==> config.mk <==
export PLATFORM = sky130hd
export DESIGN_NAME = virtual_uart_host
export DESIGN_NICKNAME = d
export VERILOG_FILES = /design/src/rtl/virtual_uart_host.sv
export SDC_FILE = /design/constraint.sdc
export NUM_CORES = 1
export LEC_CHECK = 0
export ABC_AREA = 1
export CAP_MARGIN = 20
export CELL_PAD_IN_SITES_DETAIL_PLACEMENT = 0
export CELL_PAD_IN_SITES_GLOBAL_PLACEMENT = 1
export CORE_ASPECT_RATIO = 0.5
export CORE_MARGIN = 2
export CORE_UTILIZATION = 39
export CTS_CLUSTER_DIAMETER = 100
export DETAILED_ROUTE_END_ITERATION = 8
export DONT_BUFFER_PORTS = 1
export PLACE_DENSITY_LB_ADDON = 0.15
export REMOVE_ABC_BUFFERS = 1
export SLEW_MARGIN = 20
export SYNTH_ARGS = -nofsm -noshare
export SYNTH_HDL_FRONTEND = slang
export SYNTH_SLANG_ARGS = --single-unit
==> constraint.sdc <==
create_clock -name clock_i -period 1.3 [get_ports clock_i]
set_input_delay 0.195 -clock clock_i [delete_from_list [all_inputs] [get_ports clock_i]]
set_output_delay 0.195 -clock clock_i [all_outputs]
set_load 0.005 [all_outputs]
==> src/rtl/virtual_uart_host.sv <==
// virtual_uart_host: AXI-lite initiator that drains the virtual UART TX register on interrupt and feeds RX bytes into it.
// Latency: each AXI request issues one cycle after its state is entered; tx_valid_o/rx_ready_o follow the R/B handshake by one cycle.
// Backpressure: stalls indefinitely on any AXI channel; holds tx_valid_o until tx_ready_i and defers further TX service meanwhile.
module virtual_uart_host #(
    parameter int unsigned                AXI_ADDR_WIDTH = 32,
    parameter int unsigned                AXI_DATA_WIDTH = 32,
    parameter logic [AXI_ADDR_WIDTH-1:0]  BASE_ADDR      = '0,
    parameter int unsigned                POLL_GAP       = 16
) (
    input  logic                          clock_i,
    input  logic                          reset_ni,
    input  logic                          irq_i,
    output logic [7:0]                    tx_data_o,
    output logic                          tx_valid_o,
    input  logic                          tx_ready_i,
    input  logic [7:0]                    rx_data_i,
    input  logic                          rx_valid_i,
    output logic                          rx_ready_o,
    output logic                          err_o,
    output logic [AXI_ADDR_WIDTH-1:0]     m_axi_awaddr,
    output logic [2:0]                    m_axi_awprot,
    output logic                          m_axi_awvalid,
    input  logic                          m_axi_awready,
    output logic [AXI_DATA_WIDTH-1:0]     m_axi_wdata,
    output logic [AXI_DATA_WIDTH/8-1:0]   m_axi_wstrb,
    output logic                          m_axi_wvalid,
    input  logic                          m_axi_wready,
    input  logic [1:0]                    m_axi_bresp,
    input  logic                          m_axi_bvalid,
    output logic                          m_axi_bready,
    output logic [AXI_ADDR_WIDTH-1:0]     m_axi_araddr,
    output logic [2:0]                    m_axi_arprot,
    output logic                          m_axi_arvalid,
    input  logic                          m_axi_arready,
    input  logic [AXI_DATA_WIDTH-1:0]     m_axi_rdata,
    input  logic [1:0]                    m_axi_rresp,
    input  logic                          m_axi_rvalid,
    output logic                          m_axi_rready
);

    localparam logic [AXI_ADDR_WIDTH-1:0] OFF_RX     = AXI_ADDR_WIDTH'(32'h00);
    localparam logic [AXI_ADDR_WIDTH-1:0] OFF_TX     = AXI_ADDR_WIDTH'(32'h04);
    localparam logic [AXI_ADDR_WIDTH-1:0] OFF_STATUS = AXI_ADDR_WIDTH'(32'h08);
    localparam logic [AXI_ADDR_WIDTH-1:0] OFF_CTRL   = AXI_ADDR_WIDTH'(32'h0C);
    localparam logic [AXI_ADDR_WIDTH-1:0] OFF_ACK    = AXI_ADDR_WIDTH'(32'h10);
    localparam int unsigned GAP_W = (POLL_GAP > 1) ? $clog2(POLL_GAP) : 1;

    typedef enum logic [3:0] {
        INIT_W, INIT_B, IDLE, TX_AR, TX_R, ACK_W, ACK_B,
        ST_AR, ST_R, RX_W, RX_B, GAP
    } state_t;

    state_t                      r_state;
    logic                        r_issued;
    logic [GAP_W-1:0]            r_cnt;
    logic [7:0]                  r_rx_byte;
    logic [7:0]                  r_tx_data;
    logic                        r_tx_valid;
    logic                        r_rx_ready;
    logic                        r_err;
    logic [AXI_ADDR_WIDTH-1:0]   r_awaddr;
    logic                        r_awvalid;
    logic [AXI_DATA_WIDTH-1:0]   r_wdata;
    logic [AXI_DATA_WIDTH/8-1:0] r_wstrb;
    logic                        r_wvalid;
    logic                        r_bready;
    logic [AXI_ADDR_WIDTH-1:0]   r_araddr;
    logic                        r_arvalid;
    logic                        r_rready;

    logic [AXI_ADDR_WIDTH-1:0]   w_wr_addr;
    logic [AXI_DATA_WIDTH-1:0]   w_wr_data;
    logic [AXI_ADDR_WIDTH-1:0]   w_rd_addr;
    logic                        w_aw_ok;
    logic                        w_w_ok;
    logic                        w_unused;

    // AW/W each count as done once accepted; this cycle's handshake counts too
    assign w_aw_ok  = !r_awvalid || m_axi_awready;
    assign w_w_ok   = !r_wvalid  || m_axi_wready;
    assign w_unused = ^m_axi_rdata[AXI_DATA_WIDTH-1:8];

    // Address and payload of the access the current state is about to launch
    always_comb begin
        w_wr_addr = BASE_ADDR + OFF_CTRL;
        w_wr_data = AXI_DATA_WIDTH'(1);
        w_rd_addr = BASE_ADDR + OFF_STATUS;
        case (r_state)
            ACK_W: begin
                w_wr_addr = BASE_ADDR + OFF_ACK;
                w_wr_data = '0;
            end
            RX_W: begin
                w_wr_addr = BASE_ADDR + OFF_RX;
                w_wr_data = {{(AXI_DATA_WIDTH-8){1'b0}}, r_rx_byte};
            end
            TX_AR:   w_rd_addr = BASE_ADDR + OFF_TX;
            default: ;
        endcase
    end

    // Control FSM with all AXI and stream outputs registered
    always_ff @(posedge clock_i or negedge reset_ni) begin
        if (!reset_ni) begin
            r_state    <= INIT_W;
            r_issued   <= 1'b0;
            r_cnt      <= '0;
            r_rx_byte  <= '0;
            r_tx_data  <= '0;
            r_tx_valid <= 1'b0;
            r_rx_ready <= 1'b0;
            r_err      <= 1'b0;
            r_awaddr   <= '0;
            r_awvalid  <= 1'b0;
            r_wdata    <= '0;
            r_wstrb    <= '0;
            r_wvalid   <= 1'b0;
            r_bready   <= 1'b0;
            r_araddr   <= '0;
            r_arvalid  <= 1'b0;
            r_rready   <= 1'b0;
        end else begin
            r_rx_ready <= 1'b0;
            if (r_tx_valid && tx_ready_i) begin
                r_tx_valid <= 1'b0;
            end
            case (r_state)
                INIT_W, ACK_W, RX_W: begin
                    if (!r_issued) begin
                        r_awaddr  <= w_wr_addr;
                        r_wdata   <= w_wr_data;
                        r_wstrb   <= '1;
                        r_awvalid <= 1'b1;
                        r_wvalid  <= 1'b1;
                        r_issued  <= 1'b1;
                    end else begin
                        if (m_axi_awready) r_awvalid <= 1'b0;
                        if (m_axi_wready)  r_wvalid  <= 1'b0;
                        if (w_aw_ok && w_w_ok) begin
                            r_bready <= 1'b1;
                            r_issued <= 1'b0;
                            r_state  <= (r_state == INIT_W) ? INIT_B :
                                        (r_state == ACK_W)  ? ACK_B  : RX_B;
                        end
                    end
                end
                INIT_B, ACK_B, RX_B: begin
                    if (m_axi_bvalid) begin
                        r_bready <= 1'b0;
                        if (m_axi_bresp != 2'b00) r_err <= 1'b1;
                        if (r_state == RX_B) r_rx_ready <= 1'b1;
                        r_state <= IDLE;
                    end
                end
                TX_AR, ST_AR: begin
                    if (!r_issued) begin
                        r_araddr  <= w_rd_addr;
                        r_arvalid <= 1'b1;
                        r_issued  <= 1'b1;
                    end else if (m_axi_arready) begin
                        r_arvalid <= 1'b0;
                        r_rready  <= 1'b1;
                        r_issued  <= 1'b0;
                        r_state   <= (r_state == TX_AR) ? TX_R : ST_R;
                    end
                end
                TX_R: begin
                    if (m_axi_rvalid) begin
                        r_rready   <= 1'b0;
                        r_tx_data  <= m_axi_rdata[7:0];
                        r_tx_valid <= 1'b1;
                        if (m_axi_rresp != 2'b00) r_err <= 1'b1;
                        r_state    <= ACK_W;
                    end
                end
                ST_R: begin
                    if (m_axi_rvalid) begin
                        r_rready <= 1'b0;
                        if (m_axi_rresp != 2'b00) r_err <= 1'b1;
                        if (!m_axi_rdata[0]) begin
                            r_rx_byte <= rx_data_i;
                            r_state   <= RX_W;
                        end else begin
                            r_cnt   <= GAP_W'(POLL_GAP - 1);
                            r_state <= GAP;
                        end
                    end
                end
                GAP: begin
                    if (irq_i || r_cnt == '0) begin
                        r_state <= IDLE;
                    end else begin
                        r_cnt <= r_cnt - 1'b1;
                    end
                end
                IDLE: begin
                    // The byte just acknowledged by rx_ready_o is still presented this
                    // cycle; it is not mistaken for a new one.
                    if (irq_i && !r_tx_valid) begin
                        r_state <= TX_AR;
                    end else if (rx_valid_i && !r_rx_ready) begin
                        r_state <= ST_AR;
                    end
                end
                default: r_state <= INIT_W;
            endcase
        end
    end

    assign tx_data_o     = r_tx_data;
    assign tx_valid_o    = r_tx_valid;
    assign rx_ready_o    = r_rx_ready;
    assign err_o         = r_err;
    assign m_axi_awaddr  = r_awaddr;
    assign m_axi_awprot  = 3'b000;
    assign m_axi_awvalid = r_awvalid;
    assign m_axi_wdata   = r_wdata;
    assign m_axi_wstrb   = r_wstrb;
    assign m_axi_wvalid  = r_wvalid;
    assign m_axi_bready  = r_bready;
    assign m_axi_araddr  = r_araddr;
    assign m_axi_arprot  = 3'b000;
    assign m_axi_arvalid = r_arvalid;
    assign m_axi_rready  = r_rready;

endmodule

* Word level (Yosys, flattened, before mapping)
Cells that the tools add are included.
W data, S select, Z words.
** Cells by class
- Add/subtract/negate cells :: 1
- $mul :: 0
- Div/mod/pow operators :: 0
- Magnitude comparators :: 0
- Equality and inequality tests :: 28
- Shift-type cells :: 0
- Mux-type cells :: 52
- Bitwise gates (word level) :: 2
- Reductions and logical operators :: 36
** Operators by type and width (count)
- $mux W4 :: 17
- $ne A2 B2 Y1 const B :: 14
- $pmux W4 S7 :: 1
- $mux W1 :: 26
- $eq A4 B3 Y1 const B :: 4
- $eq A4 B4 Y1 const B :: 4
- $pmux W8 S2 :: 1
- $reduce_bool A2 Y1 :: 7
- $reduce_and A2 Y1 :: 6
- $reduce_and A4 Y1 :: 3
- $pmux W5 S2 :: 1
- $reduce_and A9 Y1 :: 1
- $eq A4 B2 Y1 const B :: 2
- $logic_not A4 Y1 :: 2
- $pmux W1 S2 :: 4
- $pmux W4 S2 :: 1
- $reduce_or A3 Y1 :: 2
- $reduce_and A5 Y1 :: 1
- $eq A4 B1 Y1 const B :: 1
- $logic_and A1 B1 Y1 :: 4
- $logic_not A1 Y1 :: 4
- $ne A2 B1 Y1 const B :: 2
- $reduce_or A2 Y1 :: 2
- $sub A4 B1 Y4 const B :: 1
- other kinds (5) :: 8
** Storage, ports and cells
- Flip-flop bits (word level) :: 130
- Bits in latches :: 0
- Memory bits (writable) :: 0
- Bits in read-only memories :: 0
- Bits of input ports :: 54
- Output and inout port bits :: 122
- Logic and storage cells :: 136
- Memories :: 0

* Longest topological paths before layout
Gate-level depths: netlist of run 1.
- Depth after elaboration :: 6
- Depth in mapped cells :: 11
- Depth with buffers taken out :: 11

* Least setup slack after synthesis of run 1
Ideal clock, no wire load.
- Path type :: register to register
- Start point :: register r_state[1]
- End point :: register r_rx_byte[0]
- Arrival :: 1.288 ns
- Required time :: 1.175 ns
- Setup slack :: -0.113 ns
- Stages on the path, launching flop included :: 7
- Path buffers :: 1
- Cells stage by stage :: dfrtp_1 buf_4 nor2_1 nand2_2 inv_2 nand3_4 mux2_4
** On the way
- Cells in the longest elaborated chain, start to end :: 2
** RTL lines
- from (decl) :: RTL line 53 : state_t r_state;
- from (signal assigned) :: RTL line 142 : r_state <= (r_state == INIT_W) ? INIT_B :
- from (signal assigned) :: RTL line 164 : r_state <= (r_state == TX_AR) ? TX_R : ST_R;
- $eq A4 B4 Y1 :: RTL line 127 : case (r_state)
- $reduce_and A3 Y1 (no line)
- to (signal assigned) :: RTL line 181 : r_rx_byte <= rx_data_i;
- to (decl) :: RTL line 56 : logic [7:0] r_rx_byte;
No other way between the ends.
A chain may end at the register's enable or synchronous reset.

* Final worst setup path of run 1
- Start point :: register r_cnt[0]
- End point :: register r_state[1]
** On the way
- Cells in the longest elaborated chain, start to end :: 4
** RTL lines
- from (decl) :: RTL line 55 : logic [GAP_W-1:0] r_cnt;
- from (signal assigned) :: RTL line 184 : r_cnt <= GAP_W'(POLL_GAP - 1);
- from (signal assigned) :: RTL line 193 : r_cnt <= r_cnt - 1'b1;
- $logic_not A4 Y1 :: RTL line 190 : if (irq_i || r_cnt == '0) begin
- $logic_or A1 B1 Y1 :: RTL line 190
- $ne A2 B2 Y1 (no line)
- $reduce_and A9 Y1 (no line)
No other way between the ends.

==> flow_summary.json, run 1 <==
{
  "viasPerCell": 4.17,
  "design.core.area_sq_mm": 0.00735,
  "area_growth_pct": 11.1,
  "crit_slowest_cell": "dfrtp_1",
  "n_antenna_cell": 0,
  "drtIter0Drc": 60,
  "cp-end-kind": "flip-flop",
  "power_frac_comb_pct": 42.6,
  "drive_above_1_share_pct": 32.3,
  "initial_core_util_pct": 40.3,
  "ys_seq_area_share_pct": 38.9,
  "ir_drop_v": 0.000645,
  "critPathKind": "reg -> reg",
  "path_max_fanout": 5,
  "clk_pin_slew_worst_paths_ns": 0.07,
  "grt_overflow": 0,
  "pwr-share-seq_pct": 37.6,
  "vias": 1963,
  "ant_nets": 0,
  "synth_cells": 331,
  "period_minus_slack_ns": 1.50,
  "status": "complete, but fails checks",
  "p_clk_share_pct": 19.8,
  "dpl.hpwl_microns": 4340,
  "fillerInstances": 706,
  "setup_tns_ns": -4.82,
  "cts_root_buf": "clkbuf_16",
  "p_leak_nw": 1.78,
  "grt_pass1_wl_microns": 8600,
  "fmax_mhz": 667,
  "place_congestion": 0.768,
  "cts_buffers": 5,
  "ys_warn_count": 0,
  "final_cell_mix": "conb_1, nand2_1, dfrtp_1, buf_4, inv_1",
  "synth-seq-cells": 46,
  "cts_tree": "yes",
  "clock_latency_ns": 0.29,
  "postLayoutSetupSlackWorst_ns": -0.200,
  "rows": 22,
  "final_common_cell": "conb_1",
  "slowest_delay_ns": 0.39,
  "cts_sinks": 46,
  "finalNetCount": 429,
  "cts_buffer_depth": 2,
  "wire_per_inst_microns": 11.8,
  "synthesis.area_sq_mm": 0.00296,
  "drc_errors": 0,
  "synth.area.top_cells": "dfrtp_1, buf_4, nand2_1, mux2_4, inv_1",
  "rsz0062_at_grt": "true",
  "grt_usage_pct": 13.3,
  "antenna_found_initial": 0,
  "yosysTopAreaCell": "dfrtp_1",
  "dieArea_sq_mm": 0.00834,
  "multiInputGateArea_sq_mm": 0.00140,
  "setup_viol": 41,
  "drv_cap": 0,
  "hold_path.class": "in -> async",
  "cell_internal_pwr_w": 0.00396,
  "synth_area_per_cell_sq_um": 8.94,
  "grt_max_degree": 47,
  "dieHeight_microns": 65.6,
  "htreeDepth": 2,
  "final_max_slew_viol_count": 0,
  "violations": "negative hold slack, negative setup slack",
  "switching_power_w": 0.00240,
  "drtPass1Iterations": 4,
  "powerDensity_mw_per_mm2": 1930,
  "ys_types": 31,
  "min_period_over_period_pct": 115,
  "layout.area.seq_sq_mm": 0.00116,
  "ctsHoldBuffers": 2,
  "io_buffers": 0,
  "hold_viol": 46,
  "hold_ws_ns": -0.402,
  "synth_top_area_share_pct": 38.9,
  "clock_skew_ns": 0.00596,
  "finalWirelength_microns": 5540,
  "fp.dieW_microns": 127,
  "ios": 176,
  "worstPathCellList": "inv_2 -> ha_4 -> inv_2 -> nor2_2 -> nand2_1 -> nand3b_1 -> nand2_2 -> nor2_4 -> nand2_4 -> nand2_2 -> nand2_1",
  "cp.arrival_ns": 1.68,
  "swShare_pct": 37.7,
  "required_ns": 1.48,
  "power_w": 0.00635,
  "grt_pass1_vias": 1727,
  "cp-start-kind": "flip-flop"
}
## layout make-up
cell class	instances	share of cell area, %
Clock inverter	2	0.419
Sequential cell	46	35.2
Inverter	32	3.73
Timing Repair Buffer	44	10.6
Clock buffer	6	3.92
Multi-Input combinational cell	245	42.5
Tap cell	96	3.65
## sequential cells by signal, summed over array words and instances, names as in the netlist, 2 cells and up
name          flops
m_axi_araddr      2
tx_data_o         8
m_axi_wdata       8
r_state           4
r_rx_byte         8
m_axi_awaddr      2
r_cnt             4
## routing by layer
layer  vias to the layer above  GRT usage, %  part of all wire [%]
met4                         0          2.88                  0.76
met5                         -             0                     0
met2                       109          21.3                    47
met3                         4          4.72                   9.1
met1                       906          17.4                    43
li1                        944             -                     -
## kinds of logic after synthesis
kind of cell	Yosys count	share of synthesized area [%]
compound gates	23	5.12
fa+ha+maj	1	0.423
buf+inv	128	28.7
flops	46	38.9
mux	16	7.99
other cells	1	0.127
simple gates	116	18.8
## path summary, 6_finish.rpt
path | start | end | slack (ns) | cells past startpoint
worst min-delay path | reset_ni | m_axi_wstrb[0] | -0.40 | 0
worst max-delay path | r_cnt[0] | r_state[1] | -0.20 | 11
min in group clock_i | rx_data_i[2] | r_rx_byte[2] | 0.05 | 1
max in group asynchronous | reset_ni | r_state[2] | 1.59 | 0
worst min register to register | r_cnt[3] | r_cnt[3] | 0.49 | 2
worst max register to register | r_cnt[0] | r_state[1] | -0.20 | 11
## through the flow
stage / instance area [sq um] / worst slack, ns / hold slack [ns] / std cells / utilization, %
finish: 3290 / -0.200 / -0.402 / 471 / 44.7
CTS: 3210 / -0.175 / -0.411 / 466 / 43.7
floorplan: 2560 / -0.122 / -0.101 / 323 / -
global route: 3290 / -0.311 / -0.416 / 471 / 44.7
global placement: 2960 / -0.260 / -0.0992 / 454 / 40.2
detailed placement: 2960 / -0.285 / -0.0995 / 454 / 40.2
## worst max-delay path, delay by kind of cell, from the launching register on
kind | cells | cell delay [ns]
AND/OR/NAND/NOR | 8 | 0.76
buffers and inverters | 2 | 0.11
flip-flops | 1 | 0.39
adder cells (fa/ha/maj) | 1 | 0.13
## power groups by stage
| stage | logic (W) | clock network (W) | registers, W |
|---|---|---|---|
| 6_report | 0.00271 | 0.00126 | 0.00239 |
| 3_3_place_gp | 0.00237 | 0 | 0.00235 |
| 4_1_cts | 0.00257 | 0.00130 | 0.00239 |
| 5_1_grt | 0.00302 | 0.00136 | 0.00247 |
| 3_5_place_dp | 0.00240 | 0 | 0.00236 |
| 2_1_floorplan | 0.00155 | 0 | 0.00227 |
## synthesized netlist by cell type, drive strengths merged
| library cell | number |
|---|---|
| inv | 32 |
| o21ai | 17 |
| a21oi | 2 |
| o22ai | 1 |
| nor2 | 21 |
| mux2 | 16 |
| nand3 | 19 |
| nor3b | 1 |
| a22oi | 1 |
| dfrtp | 46 |
| ha | 1 |
| nand4 | 1 |
| o221ai | 1 |
| nand3b | 1 |
| nand2 | 69 |
| conb | 1 |
| buf | 96 |
| nor3 | 3 |
| or2 | 1 |
| a21boi | 1 |
## repair_timing
item / CTS / global route
endpoints found under the hold margin: 48 / 46
setup endpoints to repair: 44 / 45
buffers inserted: 2 / 5
resized for setup: 30 / 12
pin swaps: 0 / 5
No activity file was read; power rests on OpenSTA's default activity.
==> inputs of run 2 (changes only) <==
CTS_BUF_LIST = sky130_fd_sc_hd__clkbuf_16   (was unset)
==> run 2 against run 1 <==
Against the previous run:
- the run still ends with negative hold slack, negative setup slack left
- cell area unchanged
- non-clock buffer count unchanged
- sequential power about the same
- core utilization unchanged
- critical endpoint unchanged
- largest power group unchanged
==> flow_summary.json, run 2 (synthesis gave the netlist of run 1 again) <==
{
  "final_max_slew_viol_count": 0,
  "cp-end-kind": "flip-flop",
  "fin_area_sq_mm": 0.00329,
  "clock_skew_ns": 0.00597,
  "n_antenna_cell": 0,
  "setup_viol": 41,
  "drtIter0Drc": 60,
  "powerDensity_mw_per_mm2": 1930,
  "cts_buffer_depth": 2,
  "crit_slowest_cell": "dfrtp_1",
  "io_buffers": 0,
  "grt_max_degree": 47,
  "fillerInstances": 706,
  "reg2reg_depth": 11,
  "wire_per_inst_microns": 11.8,
  "r2r_slack_ns": -0.20,
  "worstPathCellList": "inv_2 -> ha_4 -> inv_2 -> nor2_2 -> nand2_1 -> nand3b_1 -> nand2_2 -> nor2_4 -> nand2_4 -> nand2_2 -> nand2_1",
  "rsz0062_at_grt": "true",
  "initial_core_util_pct": 40.3,
  "critPathKind": "reg -> reg",
  "dieArea_sq_mm": 0.00834,
  "reg2reg_from": "r_cnt[0]",
  "worstReg2RegEnd": "r_state[1]",
  "design.core.area_sq_mm": 0.00735,
  "setup_tns_ns": -4.84,
  "violations": "negative hold slack, negative setup slack",
  "finalNetCount": 429,
  "hold_ws_ns": -0.402,
  "clk_pin_slew_worst_paths_ns": 0.07,
  "grt_usage_pct": 13.3,
  "hold_viol": 46,
  "drv_cap": 0,
  "drc_errors": 0,
  "clock_latency_ns": 0.29,
  "drive_above_1_share_pct": 32.3,
  "slowest_delay_ns": 0.39,
  "cts_tree": "yes",
  "viasPerCell": 4.17,
  "htreeDepth": 2,
  "place_congestion": 0.768,
  "dieHeight_microns": 65.6,
  "antenna_found_initial": 0,
  "final_cell_mix": "conb_1, nand2_1, dfrtp_1, buf_4, inv_1",
  "cp-start-kind": "flip-flop",
  "final_common_cell": "conb_1",
  "drtPass1Iterations": 4,
  "vias": 1965,
  "area_growth_pct": 11.1,
  "fmax_mhz": 667,
  "grt_overflow": 0,
  "ant_nets": 0,
  "path_max_fanout": 5,
  "hold_path.class": "in -> async",
  "grt_pass1_wl_microns": 8600,
  "fp.dieW_microns": 127,
  "dpl.hpwl_microns": 4340,
  "finalWirelength_microns": 5540,
  "cts_sinks": 46,
  "p_leak_nw": 1.79,
  "ctsHoldBuffers": 2,
  "placed_cell_area_sq_mm": 0.00296,
  "period_minus_slack_ns": 1.50,
  "status": "complete, but fails checks",
  "rows": 22,
  "cts_buffers": 5,
  "min_period_over_period_pct": 115,
  "postLayoutSetupSlackWorst_ns": -0.198,
  "cts_root_buf": "clkbuf_16",
  "grt_pass1_vias": 1727,
  "required_ns": 1.48,
  "cp.arrival_ns": 1.67,
  "ir_drop_v": 0.000644,
  "ios": 176
}
[run 2: changes by cell type in the layout (fill, tap and decap cells not counted)]
| cell | change |
|---|---|
| clkbuf_1 | -1 |
| inv_1 | +1 |
[run 2: timing repair]
item | 4_1_cts | 5_1_grt
pin swaps | 0 | 5
setup endpoints to repair | 44 | 45
buffers inserted | 2 | 5
hold endpoints to repair | 48 | 46
resized for setup | 30 | 12
[run 2: area by class of cell]
cell class	count	area [sq um]	share of cell area, %
Multi-Input combinational cell	245	1400	42.5
Sequential cell	46	1160	35.2
Timing Repair Buffer	44	348	10.6
Clock buffer	5	125	3.81
Inverter	32	123	3.73
Tap cell	96	120	3.65
Clock inverter	3	17.5	0.533
[run 2: how the worst max path moves through the flow]
stage          startpoint        endpoint  slack [ns]  cells past startpoint
3_5_place_dp   r_state[3]      r_state[3]       -0.28                      6
5_1_grt          r_cnt[0]      r_state[1]       -0.31                     11
6_report         r_cnt[0]      r_state[1]       -0.20                     11
2_1_floorplan  r_state[2]  m_axi_wstrb[0]       -0.12                      6
4_1_cts          r_cnt[0]      r_state[1]       -0.17                     11
3_3_place_gp   r_state[0]      r_state[3]       -0.26                      8
[run 2: report_power, final]
group          total [W]  switching (W)  internal, W  leakage (nW)
combinational    0.00271        0.00140      0.00131          1.15
clock            0.00125       0.000540     0.000706        0.0750
sequential       0.00239       0.000457      0.00193         0.568
[run 2: metal layers]
layer  GRT usage (%)  part of all wire, %
met5               0                    0
met4            2.88                 0.76
met3            4.72                  9.0
met2            21.3                   47
met1            17.4                   43
[run 2: per-stage QoR]
stage                     hold slack, ns  std cells  power (W)  utilization [%]  setup slack [ns]
after global routing              -0.417        471    0.00684             44.7            -0.311
after CTS                         -0.411        466    0.00626             43.7            -0.175
after detailed placement         -0.0995        454    0.00476             40.2            -0.285
after floorplan                   -0.101        323    0.00383                -            -0.122
after global placement           -0.0992        454    0.00472             40.2            -0.260
final                             -0.402        471    0.00634             44.7            -0.198
[run 2: worst max-delay path: cells and delay by family (launching register included)]
kind | cells | cell delay, ns
buf+inv | 2 | 0.11
flops | 1 | 0.39
simple gates | 8 | 0.76
fa+ha+maj | 1 | 0.13
==> inputs of run 3 (changes only) <==
SKIP_LAST_GASP = 1   (was unset)
==> run 3 against run 2 <==
Against the previous run:
- the flow still finishes with violations (negative hold slack, negative setup slack)
- setup slack worse by 0.0039 ns
- clock-buffer cell count unchanged
- clock power hardly changed
- combinational power about the same
- core utilization hardly changed
- final cell count rose by 0.21%
- hold slack is essentially flat
==> flow_summary.json, run 3 (synthesis gave the netlist of run 1 again) <==
{
  "status": "complete, but fails checks",
  "violations": "negative hold slack, negative setup slack",
  "clock_skew_ns": 0.00603,
  "dieHeight_microns": 65.6,
  "clock_latency_ns": 0.29,
  "grt_pass1_wl_microns": 8590,
  "dp_slack_ns": -0.285,
  "design.core.area_sq_mm": 0.00735,
  "drive_above_1_share_pct": 32.7,
  "area_growth_pct": 11.1,
  "grt_max_degree": 47,
  "finalWirelength_microns": 5520,
  "antenna_found_initial": 0,
  "ctsHoldBuffers": 2,
  "io_buffers": 0,
  "ant_nets": 0,
  "cp-end-kind": "flip-flop",
  "fmax_mhz": 666,
  "hold_viol": 46,
  "wire_per_inst_microns": 11.7,
  "rows": 22,
  "clk_pin_slew_worst_paths_ns": 0.07,
  "drv_cap": 0,
  "setup_viol": 40,
  "path_max_fanout": 5,
  "place_congestion": 0.768,
  "ir_drop_v": 0.000642,
  "cts_tree": "yes",
  "powerDensity_mw_per_mm2": 1920,
  "cts_root_buf": "clkbuf_16",
  "multiInputGateArea_sq_mm": 0.00139,
  "dp.cells": 454,
  "fp.dieW_microns": 127,
  "dieArea_sq_mm": 0.00834,
  "final_common_cell": "conb_1",
  "hold_path.class": "in -> async",
  "p_leak_nw": 1.79,
  "htreeDepth": 2,
  "min_period_over_period_pct": 116,
  "initial_core_util_pct": 40.3,
  "required_ns": 1.47,
  "final_max_slew_viol_count": 0,
  "fillerInstances": 707,
  "drtPass1Iterations": 4,
  "final_cells": 472,
  "rsz0062_at_grt": "true",
  "viasPerCell": 4.17,
  "cp-start-kind": "flip-flop",
  "setup_tns_ns": -4.60,
  "grt_overflow": 0,
  "period_minus_slack_ns": 1.50,
  "cts_buffer_depth": 2,
  "vias": 1970,
  "cts_buffers": 5,
  "postLayoutSetupSlackWorst_ns": -0.202,
  "cp.arrival_ns": 1.68,
  "cts_sinks": 46,
  "hold_ws_ns": -0.401,
  "critPathKind": "reg -> reg",
  "drtIter0Drc": 73,
  "drc_errors": 0,
  "layout.area.seq_sq_mm": 0.00116,
  "finalNetCount": 430,
  "grt_pass1_vias": 1723,
  "n_antenna_cell": 0,
  "grt_usage_pct": 13.3,
  "ios": 176,
  "final_cell_mix": "conb_1, nand2_1, dfrtp_1, buf_4, inv_1",
  "dpl.hpwl_microns": 4340
}
-- run 3: changes by cell type in the layout (fill, tap and decap cells not counted), sizes merged --
cell  delta
buf      +1
-- run 3: metal layers --
layer / vias to the layer above / GRT usage, % / routed length, microns
met5: - / 0 / 0
met2: 112 / 21.3 / 2600
met1: 904 / 17.4 / 2390
met4: 0 / 2.88 / 42
li1: 950 / - / -
met3: 4 / 4.72 / 497
-- run 3: area by class of cell --
| class | count | share of cell area [%] |
|---|---|---|
| Timing Repair Buffer | 45 | 10.8 |
| Sequential cell | 46 | 35.2 |
| Tap cell | 96 | 3.65 |
| Clock buffer | 5 | 3.81 |
| Clock inverter | 3 | 0.533 |
| Multi-Input combinational cell | 245 | 42.3 |
| Inverter | 32 | 3.73 |
-- run 3: through the flow --
step | util, % | instance area, sq um | power (W)
2_1_floorplan | - | 2560 | 0.00383
3_3_place_gp | 40.2 | 2960 | 0.00472
3_5_place_dp | 40.2 | 2960 | 0.00476
4_1_cts | 43.6 | 3210 | 0.00624
5_1_grt | 44.7 | 3290 | 0.00683
6_report | 44.7 | 3290 | 0.00632
-- run 3: timing repair --
action,4_1_cts,5_1_grt
setup endpoints to repair,44,45
setup buffers,2,6
hold endpoints to repair,48,46
gates resized for setup,28,13
pin swaps,0,5
-- run 3: path summary, 6_finish.rpt --
path,startpoint,end,slack (ns),depth (start not counted)
max in group asynchronous,reset_ni,r_state[3],1.58,0
max,r_cnt[0],r_state[1],-0.20,11
min,reset_ni,m_axi_wstrb[0],-0.40,0
min reg2reg,r_cnt[3],r_cnt[3],0.49,2
min in group clock_i,rx_data_i[2],r_rx_byte[2],0.05,1
max reg2reg,r_cnt[0],r_state[1],-0.20,11
-- run 3: worst max-delay path: stages (launching register included) --
cell and delay (ns):
dfrtp_1 0.39, inv_2 0.08, ha_4 0.13, inv_2 0.03, nor2_2 0.11, nand2_1 0.07, nand3b_1 0.12, nand2_2 0.08
nor2_4 0.18, nand2_4 0.10, nand2_2 0.07, nand2_1 0.04
-- run 3: power breakdown --
part / internal [W] / leakage (nW) / switching (W)
Combinational: 0.00131 / 1.15 / 0.00139
Sequential: 0.00193 / 0.568 / 0.000444
Clock: 0.000706 / 0.0750 / 0.000538
